--- src/rtl/ccss_pkg.sv ---
// Shared control-word bit map and ALU opcodes for the CCSS control FSM and datapath.
package ccss_pkg;

    localparam int unsigned CTRL_W          = 15;
    localparam int unsigned NUM_REGS        = 8;

    localparam int unsigned INC_DEC_EN      = 0;
    localparam int unsigned RST_DEC_EN      = 1;
    localparam int unsigned WTR_DEC_EN      = 2;
    localparam int unsigned DR_WRITE_EN     = 3;
    localparam int unsigned PC_WRITE_EN     = 4;
    localparam int unsigned OPR_SEL_LSB     = 5;
    localparam int unsigned OPR_SEL_MSB     = 7;
    localparam int unsigned MEM_READ        = 8;
    localparam int unsigned WTA_EN          = 9;
    localparam int unsigned AC_WRITE_EN     = 10;
    localparam int unsigned AC_ALU_WRITE_EN = 11;
    localparam int unsigned ALU_OP_LSB      = 12;
    localparam int unsigned ALU_OP_MSB      = 14;

    typedef logic [2:0] opr_sel_t;
    typedef logic [2:0] alu_op_t;

    localparam alu_op_t ALU_ADD  = 3'b000;
    localparam alu_op_t ALU_SUB  = 3'b001;
    localparam alu_op_t ALU_MUL  = 3'b010;
    localparam alu_op_t ALU_DIV  = 3'b011;
    localparam alu_op_t ALU_AND  = 3'b100;
    localparam alu_op_t ALU_OR   = 3'b101;
    localparam alu_op_t ALU_INC  = 3'b110;
    localparam alu_op_t ALU_ZERO = 3'b111;

endpackage

--- src/rtl/ccss_alu.sv ---
// Combinational ALU: A op B truncated to DATA_W; divide by zero yields all-ones.
module ccss_alu
    import ccss_pkg::*;
#(
    parameter int unsigned DATA_W = 16
) (
    input  logic [DATA_W-1:0] a,
    input  logic [DATA_W-1:0] b,
    input  alu_op_t           op,
    output logic [DATA_W-1:0] result,
    output logic              div_zero
);

    always_comb begin
        result   = '0;
        div_zero = 1'b0;
        case (op)
            ALU_ADD: result = a + b;
            ALU_SUB: result = a - b;
            ALU_MUL: result = a * b;
            ALU_DIV: begin
                if (b == '0) begin
                    result   = '1;
                    div_zero = 1'b1;
                end else begin
                    result = a / b;
                end
            end
            ALU_AND:  result = a & b;
            ALU_OR:   result = a | b;
            ALU_INC:  result = a + DATA_W'(1);
            default:  result = '0;
        endcase
    end

endmodule

--- src/rtl/ccss_datapath.sv ---
// CCSS register-bank datapath: PC, DR, AC, R0..R7 and ALU driven by the control word.
module ccss_datapath
    import ccss_pkg::*;
#(
    parameter int unsigned DATA_W = 16,
    parameter int unsigned ADDR_W = 8
) (
    input  logic              clk,
    input  logic              rst_n,
    input  logic [CTRL_W-1:0] control_signal,
    input  logic [DATA_W-1:0] mem_rdata,
    output logic [ADDR_W-1:0] mem_addr,
    output logic              mem_rd,
    output logic [1:0]        inst,
    output logic              z,
    output logic              div_err
);

    logic [ADDR_W-1:0] pc;
    logic [DATA_W-1:0] dr;
    logic [DATA_W-1:0] ac;
    logic [DATA_W-1:0] rf [NUM_REGS];

    logic     inc_en, rst_en, wtr_en, dr_we, pc_we, mem_read;
    logic     wta_en, ac_we, ac_alu_we;
    opr_sel_t sel;
    alu_op_t  alu_op;

    logic [DATA_W-1:0] opr_c;
    logic [DATA_W-1:0] alu_result_c;
    logic              alu_div_zero_c;
    logic [DATA_W-1:0] ac_next_c;
    logic              ac_load_c;

    assign inc_en    = control_signal[INC_DEC_EN];
    assign rst_en    = control_signal[RST_DEC_EN];
    assign wtr_en    = control_signal[WTR_DEC_EN];
    assign dr_we     = control_signal[DR_WRITE_EN];
    assign pc_we     = control_signal[PC_WRITE_EN];
    assign sel       = control_signal[OPR_SEL_MSB:OPR_SEL_LSB];
    assign mem_read  = control_signal[MEM_READ];
    assign wta_en    = control_signal[WTA_EN];
    assign ac_we     = control_signal[AC_WRITE_EN];
    assign ac_alu_we = control_signal[AC_ALU_WRITE_EN];
    assign alu_op    = control_signal[ALU_OP_MSB:ALU_OP_LSB];

    assign opr_c    = rf[sel];
    assign mem_rd   = mem_read;
    assign mem_addr = pc;
    assign inst     = dr[DATA_W-1 -: 2];

    ccss_alu #(
        .DATA_W (DATA_W)
    ) u_alu (
        .a        (ac),
        .b        (opr_c),
        .op       (alu_op),
        .result   (alu_result_c),
        .div_zero (alu_div_zero_c)
    );

    // AC source priority: ALU > DR > R[sel]
    always_comb begin
        ac_next_c = ac;
        ac_load_c = ac_alu_we | ac_we | wta_en;
        if (ac_alu_we) begin
            ac_next_c = alu_result_c;
        end else if (ac_we) begin
            ac_next_c = dr;
        end else if (wta_en) begin
            ac_next_c = opr_c;
        end
    end

    always_ff @(posedge clk or negedge rst_n) begin
        if (!rst_n) begin
            pc      <= '0;
            dr      <= '0;
            ac      <= '0;
            z       <= 1'b1;
            div_err <= 1'b0;
            for (int i = 0; i < int'(NUM_REGS); i++) begin
                rf[i] <= '0;
            end
        end else begin
            if (pc_we) begin
                pc <= pc + ADDR_W'(1);
            end
            if (dr_we) begin
                dr <= mem_read ? mem_rdata : ac;
            end
            if (ac_load_c) begin
                ac <= ac_next_c;
                z  <= (ac_next_c == '0);
            end
            if (ac_alu_we && alu_div_zero_c) begin
                div_err <= 1'b1;
            end
            // Decoder priority on R[sel]: clear > write-from-AC > increment
            if (rst_en) begin
                rf[sel] <= '0;
            end else if (wtr_en) begin
                rf[sel] <= ac;
            end else if (inc_en) begin
                rf[sel] <= opr_c + DATA_W'(1);
            end
        end
    end

endmodule

--- config.mk ---
export PLATFORM = sky130hd
export DESIGN_NAME = ccss_datapath
export DESIGN_NICKNAME = d
export VERILOG_FILES = /design/src/rtl/ccss_pkg.sv /design/src/rtl/ccss_alu.sv /design/src/rtl/ccss_datapath.sv
export SDC_FILE = /design/constraint.sdc
export NUM_CORES = 1
export LEC_CHECK = 0
export CAP_MARGIN = 20
export CELL_PAD_IN_SITES_DETAIL_PLACEMENT = 0
export CELL_PAD_IN_SITES_GLOBAL_PLACEMENT = 2
export CORE_ASPECT_RATIO = 0.6
export CORE_MARGIN = 5
export CORE_UTILIZATION = 45
export DETAILED_ROUTE_END_ITERATION = 6
export DONT_BUFFER_PORTS = 1
export PLACE_DENSITY = 0.95
export SLEW_MARGIN = 10
export SYNTH_ARGS = -nofsm -noshare
export SYNTH_HDL_FRONTEND = slang
export SYNTH_HIERARCHICAL = 1
export SYNTH_SLANG_ARGS = --single-unit
--- constraint.sdc ---
create_clock -name clk -period 76.1 [get_ports clk]
set_input_delay 7.61 -clock clk [delete_from_list [all_inputs] [get_ports clk]]
set_output_delay 7.61 -clock clk [all_outputs]
set_load 0.02 [all_outputs]
==> results of run 1 <==
==> worst max-delay path: cells and delay by family <==
kind	cells	cell delay, ns
buffers and inverters	8	1.52
muxes	3	1.11
adders and majority gates	15	4.93
AOI/OAI and AO/OA	65	19.44
and+or+nand+nor	25	6.78
==> sequential cells by signal (all words and copies together) (netlist names) <==
signal    count
ac           16
div_err       1
dr           16
mem_addr      8
rf          128
z             1
==> cell usage after synthesis (32+ instances only) <==
library cell,number,area (sq um)
nand3_1,38,190
and2_1,32,200
dfrtp_1,169,4230
o21ai_0,128,641
mux2_2,71,800
clkbuf_1,79,297
xor2_1,38,333
mux2i_1,46,460
xnor2_1,106,928
nor2_1,205,769
nand2_1,321,1200
nor3_1,64,320
inv_1,184,691
o21a_1,44,330
a21o_1,35,263
fa_1,81,1620
a21oi_1,148,741
ha_1,209,2620
==> cell type report <==
class | instances | area, sq um | area share, %
Multi-Input combinational cell | 2045 | 15700 | 70.2
Sequential cell | 170 | 4260 | 19.0
Tap cell | 630 | 788 | 3.53
Inverter | 194 | 728 | 3.26
Clock buffer | 18 | 439 | 1.97
Timing Repair Buffer | 40 | 300 | 1.34
Clock inverter | 13 | 151 | 0.678
Antenna cell | 1 | 2.50 | 0.0112
==> per-layer routing <==
layer	vias up	track usage, %
met5	-	1.03
met4	4	5.53
met3	123	12.8
met2	1129	39.3
met1	9588	44.9
li1	8865	-
==> worst max-delay path by stage <==
stage,depth (start not counted),startpoint,to
after floorplan,123,control_signal[5],z
after global placement,115,control_signal[7],z
after detailed placement,116,control_signal[7],z
after CTS,116,control_signal[7],z
after global routing,116,control_signal[7],z
final,116,control_signal[7],z
==> per-stage QoR <==
step | cell area, sq um | worst slack [ns] | utilization, % | std cells
after global placement | 21700 | 36.46 | 46.8 | 3079
final | 22300 | 35.00 | 48.1 | 3111
after floorplan | 21200 | 41.31 | - | 2524
after detailed placement | 21700 | 35.64 | 46.8 | 3079
after global routing | 22300 | 32.86 | 48.1 | 3110
after CTS | 22300 | 36.01 | 48.1 | 3110
==> cell families after synthesis <==
| kind of cell | Yosys count |
|---|---|
| AND/OR/NAND/NOR | 824 |
| AO/OA/AOI/OAI | 626 |
| buffers and inverters | 309 |
| adder cells (fa/ha/maj) | 301 |
| flip-flops | 170 |
| multiplexers | 150 |
| XOR/XNOR | 144 |
==> results.toml, run 1 <==
[die]
placement_rows = 61
start_util_pct = 45.7
die_x_um = 290
io_pins = 46
die_y_um = 178
core_sq_um = 46500
die_area_sq_um = 51700

[sta]
hold_ws_ns = 0.476
fmax_mhz = 24.3
rsz0062_at_grt = "no"
fin_skew_ns = 0.0151
drv_slew = 0
period_share_pct = 54.0
hold_violations = 0
fin_tns_setup_ns = 0
max-slew-margin-rel_pct = 26.5
tightest_slew_ns = 1.08
finalSetupViolCount = 0
period_minus_slack_ns = 41.10

[global_routing]
grtUsageTotal_pct = 29.8
overflow = 0
antenna_found_initial = 2
grt_pass1_wl_um = 118000
grt_max_degree = 171
grt_pass1_vias = 18600

[drt]
top_layer = "met5"
drc = 6
wl_met1_um = 36800
drt_wl_total_um = 78600
viasPerCell = 6.34
final_antenna_net_count = 0
route.met3.wl_um = 11000
wire_per_inst_um = 25.3
met2WireLength_um = 29300
drtIter0Drc = 2493
first_pass_iters = 7
vias = 19700

[worst_setup_path]
crit_type = "in2reg"
cp-end-kind = "flip-flop"
reg2reg_to = "z"
arrival_ns = 41.47
cp_max_fo = 47
crit_slowest_cell = "nor2_1"
ff2ff_path_depth = 116
r2r_slack_ns = 41.87
crit_required_ns = 76.47
startpoint_type = "input pin"
r2r-start = "rf[11]"
slowest_delay_ns = 0.81
cpMostUsedCell = "ha_1"

[clocking]
ctsHoldBuffers = 0
clk_latency_ns = 0.45
cts_setup_buffers = 0
cts_sinks = 170
root_buffer = "clkbuf_16"
path_clk_slew_ns = 0.07
cts_resized = 0
cts_buffer_depth = 2
cts-htree-levels = 4
cts_buffers = 17
cts_tree = "built"

[worst_hold_path]
hold_start = "rf[3]"
hold_class = "reg2reg"
whs_endpoint = "rf[3]"
whs_path_depth = 2

[cells_and_area]
final_common_cell = "nand2_1"
nets = 2791
drive_gt1_share_pct = 9.60
final_cell_mix = "nand2_1, ha_1, nor2_1, inv_1, dfrtp_1"
synthToLayoutAreaGrowth_pct = 5.30
fill_cells = 4519

[logic_synthesis]
synth_edf_count = 0
synthMuxAreaShare_pct = 9.42
synthCells = 2524
synth-seq-area-share_pct = 20.1
async_reset_ff_share_pct = 100
synthSimpleGateAreaFrac_pct = 18.0
yosysWarnings = 6
synthesis.area_sq_um = 21200
synthAdderAreaFrac_pct = 20.5
synth-compound-area-share_pct = 20.1
avgSynthCellArea_sq_um = 8.41
syn_nets = 2847
ys_ff_latch = 170
synthXorXnorAreaFrac_pct = 5.94
synth_top_family_by_area = "adder cells"
synth_flop_cell = "dfrtp_1"
synth_cell_types = 101

[place]
numPortBuffers = 0
dp_hpwl_um = 59700
gp_congestion = 0.974

[outcome]
violations = "design-rule violations"
status = "finished, violations left"

[run]
cap_violations = 0
Power of run 1 is left out: the tool's default activity adds up to more than one toggle a clock period on the data nets, which glitch-free logic cannot reach.
==> run 2, diff against run 1 <==
--- a/config.mk
+++ b/config.mk
@@ -10,10 +10,10 @@
 export CELL_PAD_IN_SITES_GLOBAL_PLACEMENT = 2
 export CORE_ASPECT_RATIO = 0.6
 export CORE_MARGIN = 5
-export CORE_UTILIZATION = 45
+export CORE_UTILIZATION = 37
 export DETAILED_ROUTE_END_ITERATION = 6
 export DONT_BUFFER_PORTS = 1
-export PLACE_DENSITY = 0.95
+export PLACE_DENSITY = 0.89
 export SLEW_MARGIN = 10
 export SYNTH_ARGS = -nofsm -noshare
 export SYNTH_HDL_FRONTEND = slang
==> constraint.sdc (replaced) <==
create_clock -name clk -period 36.3 [get_ports clk]
set_input_delay 3.63 -clock clk [delete_from_list [all_inputs] [get_ports clk]]
set_output_delay 3.63 -clock clk [all_outputs]
set_load 0.02 [all_outputs]
==> results.toml, run 2 (synthesis results as in run 1) <==
[global_routing]
grt_max_degree = 171
grt_pass1_wl_um = 119000
grt_pass1_vias = 18600
grtUsageTotal_pct = 24.7
antenna_found_initial = 5
overflow = 0

[place]
dp_cells = 3223
gp_congestion = 0.964
numPortBuffers = 0
place_area_sq_um = 22000
dp_hpwl_um = 60400

[cells_and_area]
top_register = "rf"
nets = 2797
synthToLayoutAreaGrowth_pct = 6.66
largest_reg_flops = 128
largestRegisters = "rf: 128 flops, ac: 16 flops, dr: 16 flops"
final_cell_mix = "nand2_1, ha_1, nor2_1, inv_1, dfrtp_1"
final_cells = 3258
design_area_sq_um = 22600
final_common_cell = "nand2_1"
drive_gt1_share_pct = 10.2

[outcome]
violations = "design-rule violations"
status = "finished, violations left"

[clocking]
cts_buffers = 17
cts_tree = "built"
path_clk_slew_ns = 0.07
root_buffer = "clkbuf_16"
cts_sinks = 170
ctsHoldBuffers = 0
clk_latency_ns = 0.44
cts-htree-levels = 4
cts_buffer_depth = 2

[worst_setup_path]
crit_slowest_cell = "a2111oi_1"
cpMostUsedCell = "ha_1"
cp-end-kind = "flip-flop"
arrival_ns = 34.78
crit_type = "in2reg"
crit_required_ns = 36.65
slowest_delay_ns = 0.71
cp_max_fo = 22
startpoint_type = "input pin"

[drt]
final_antenna_net_count = 0
first_pass_iters = 7
viasPerCell = 6.05
drc = 2
vias = 19700
drt_wl_total_um = 79100
wire_per_inst_um = 24.3
drtIter0Drc = 2481

[sta]
max-slew-margin-rel_pct = 24.8
hold_violations = 0
fin_tns_setup_ns = 0
fmax_mhz = 29.0
period_share_pct = 94.9
fin_skew_ns = 0.0101
drv_slew = 0
finalSetupViolCount = 0
tightest_slew_ns = 1.12
period_minus_slack_ns = 34.43
hold_ws_ns = 0.474

[die]
die_y_um = 195
die_x_um = 319
die_area_sq_um = 62400
io_pins = 46
start_util_pct = 37.2
core_sq_um = 57100
placement_rows = 68

[worst_hold_path]
hold_class = "reg2reg"

[run]
cap_violations = 0
## run 2: cell types whose count changed in the layout (fill, tap and decap cells not counted), sizes merged
cell	before	now
clkinvlp	3	2
clkbuf	18	20
diode	1	2
inv	196	194
buf	40	46
clkinv	7	6
bufinv	1	3
## run 2: critical path, delay by kind of cell
kind                     cells  cell delay (ns)
AO/OA/AOI/OAI               64            16.69
adder cells (fa/ha/maj)     15             4.87
buffers and inverters       10             2.33
multiplexers                 4             1.61
AND/OR/NAND/NOR             27             5.62
## run 2: what timing repair did
item                                    4_1_cts  5_1_grt
endpoints found under the setup margin        0        3
buffers inserted                              0        1
resized for setup                             0       17
## run 2: stage by stage
stage / setup slack, ns / util [%]
final: 1.87 / 39.6
after global routing: -0.0556 / 39.6
after CTS: 0.507 / 39.5
after detailed placement: 0.175 / 38.5
after global placement: 1.04 / 38.5
after floorplan: 5.49 / -
## run 2: path summary, 6_finish.rpt
kind,slack [ns],endpoint,depth (start not counted),from
max reg2reg,4.76,z,120,rf[44]
max in group asynchronous,33.17,z,0,rst_n
min,0.47,rf[19],2,rf[19]
min reg2reg,0.47,rf[19],2,rf[19]
max,1.87,z,120,control_signal[6]
min in group asynchronous,2.88,rf[34],0,rst_n
## run 2: area by class of cell
type                       count  area, sq um
fill                        5699        34500
multi-input combinational   2045        15700
sequential                   170         4260
tap                          770          963
inverter                     194          728
clock buffer                  20          447
timing repair buffer          46          345
clock inverter                11          160
antenna                        2         5.00
## run 2: metal layers
metal / vias up / part of all wire [%] / global-route usage (%)
li1: 8887 / - / -
met1: 9725 / 49 / 39.2
met2: 1011 / 39 / 33.2
met5: - / 0.066 / 0
met3: 77 / 12 / 7.25
met4: 8 / 1.1 / 3.47
Power of run 2 is left out for the same reason.
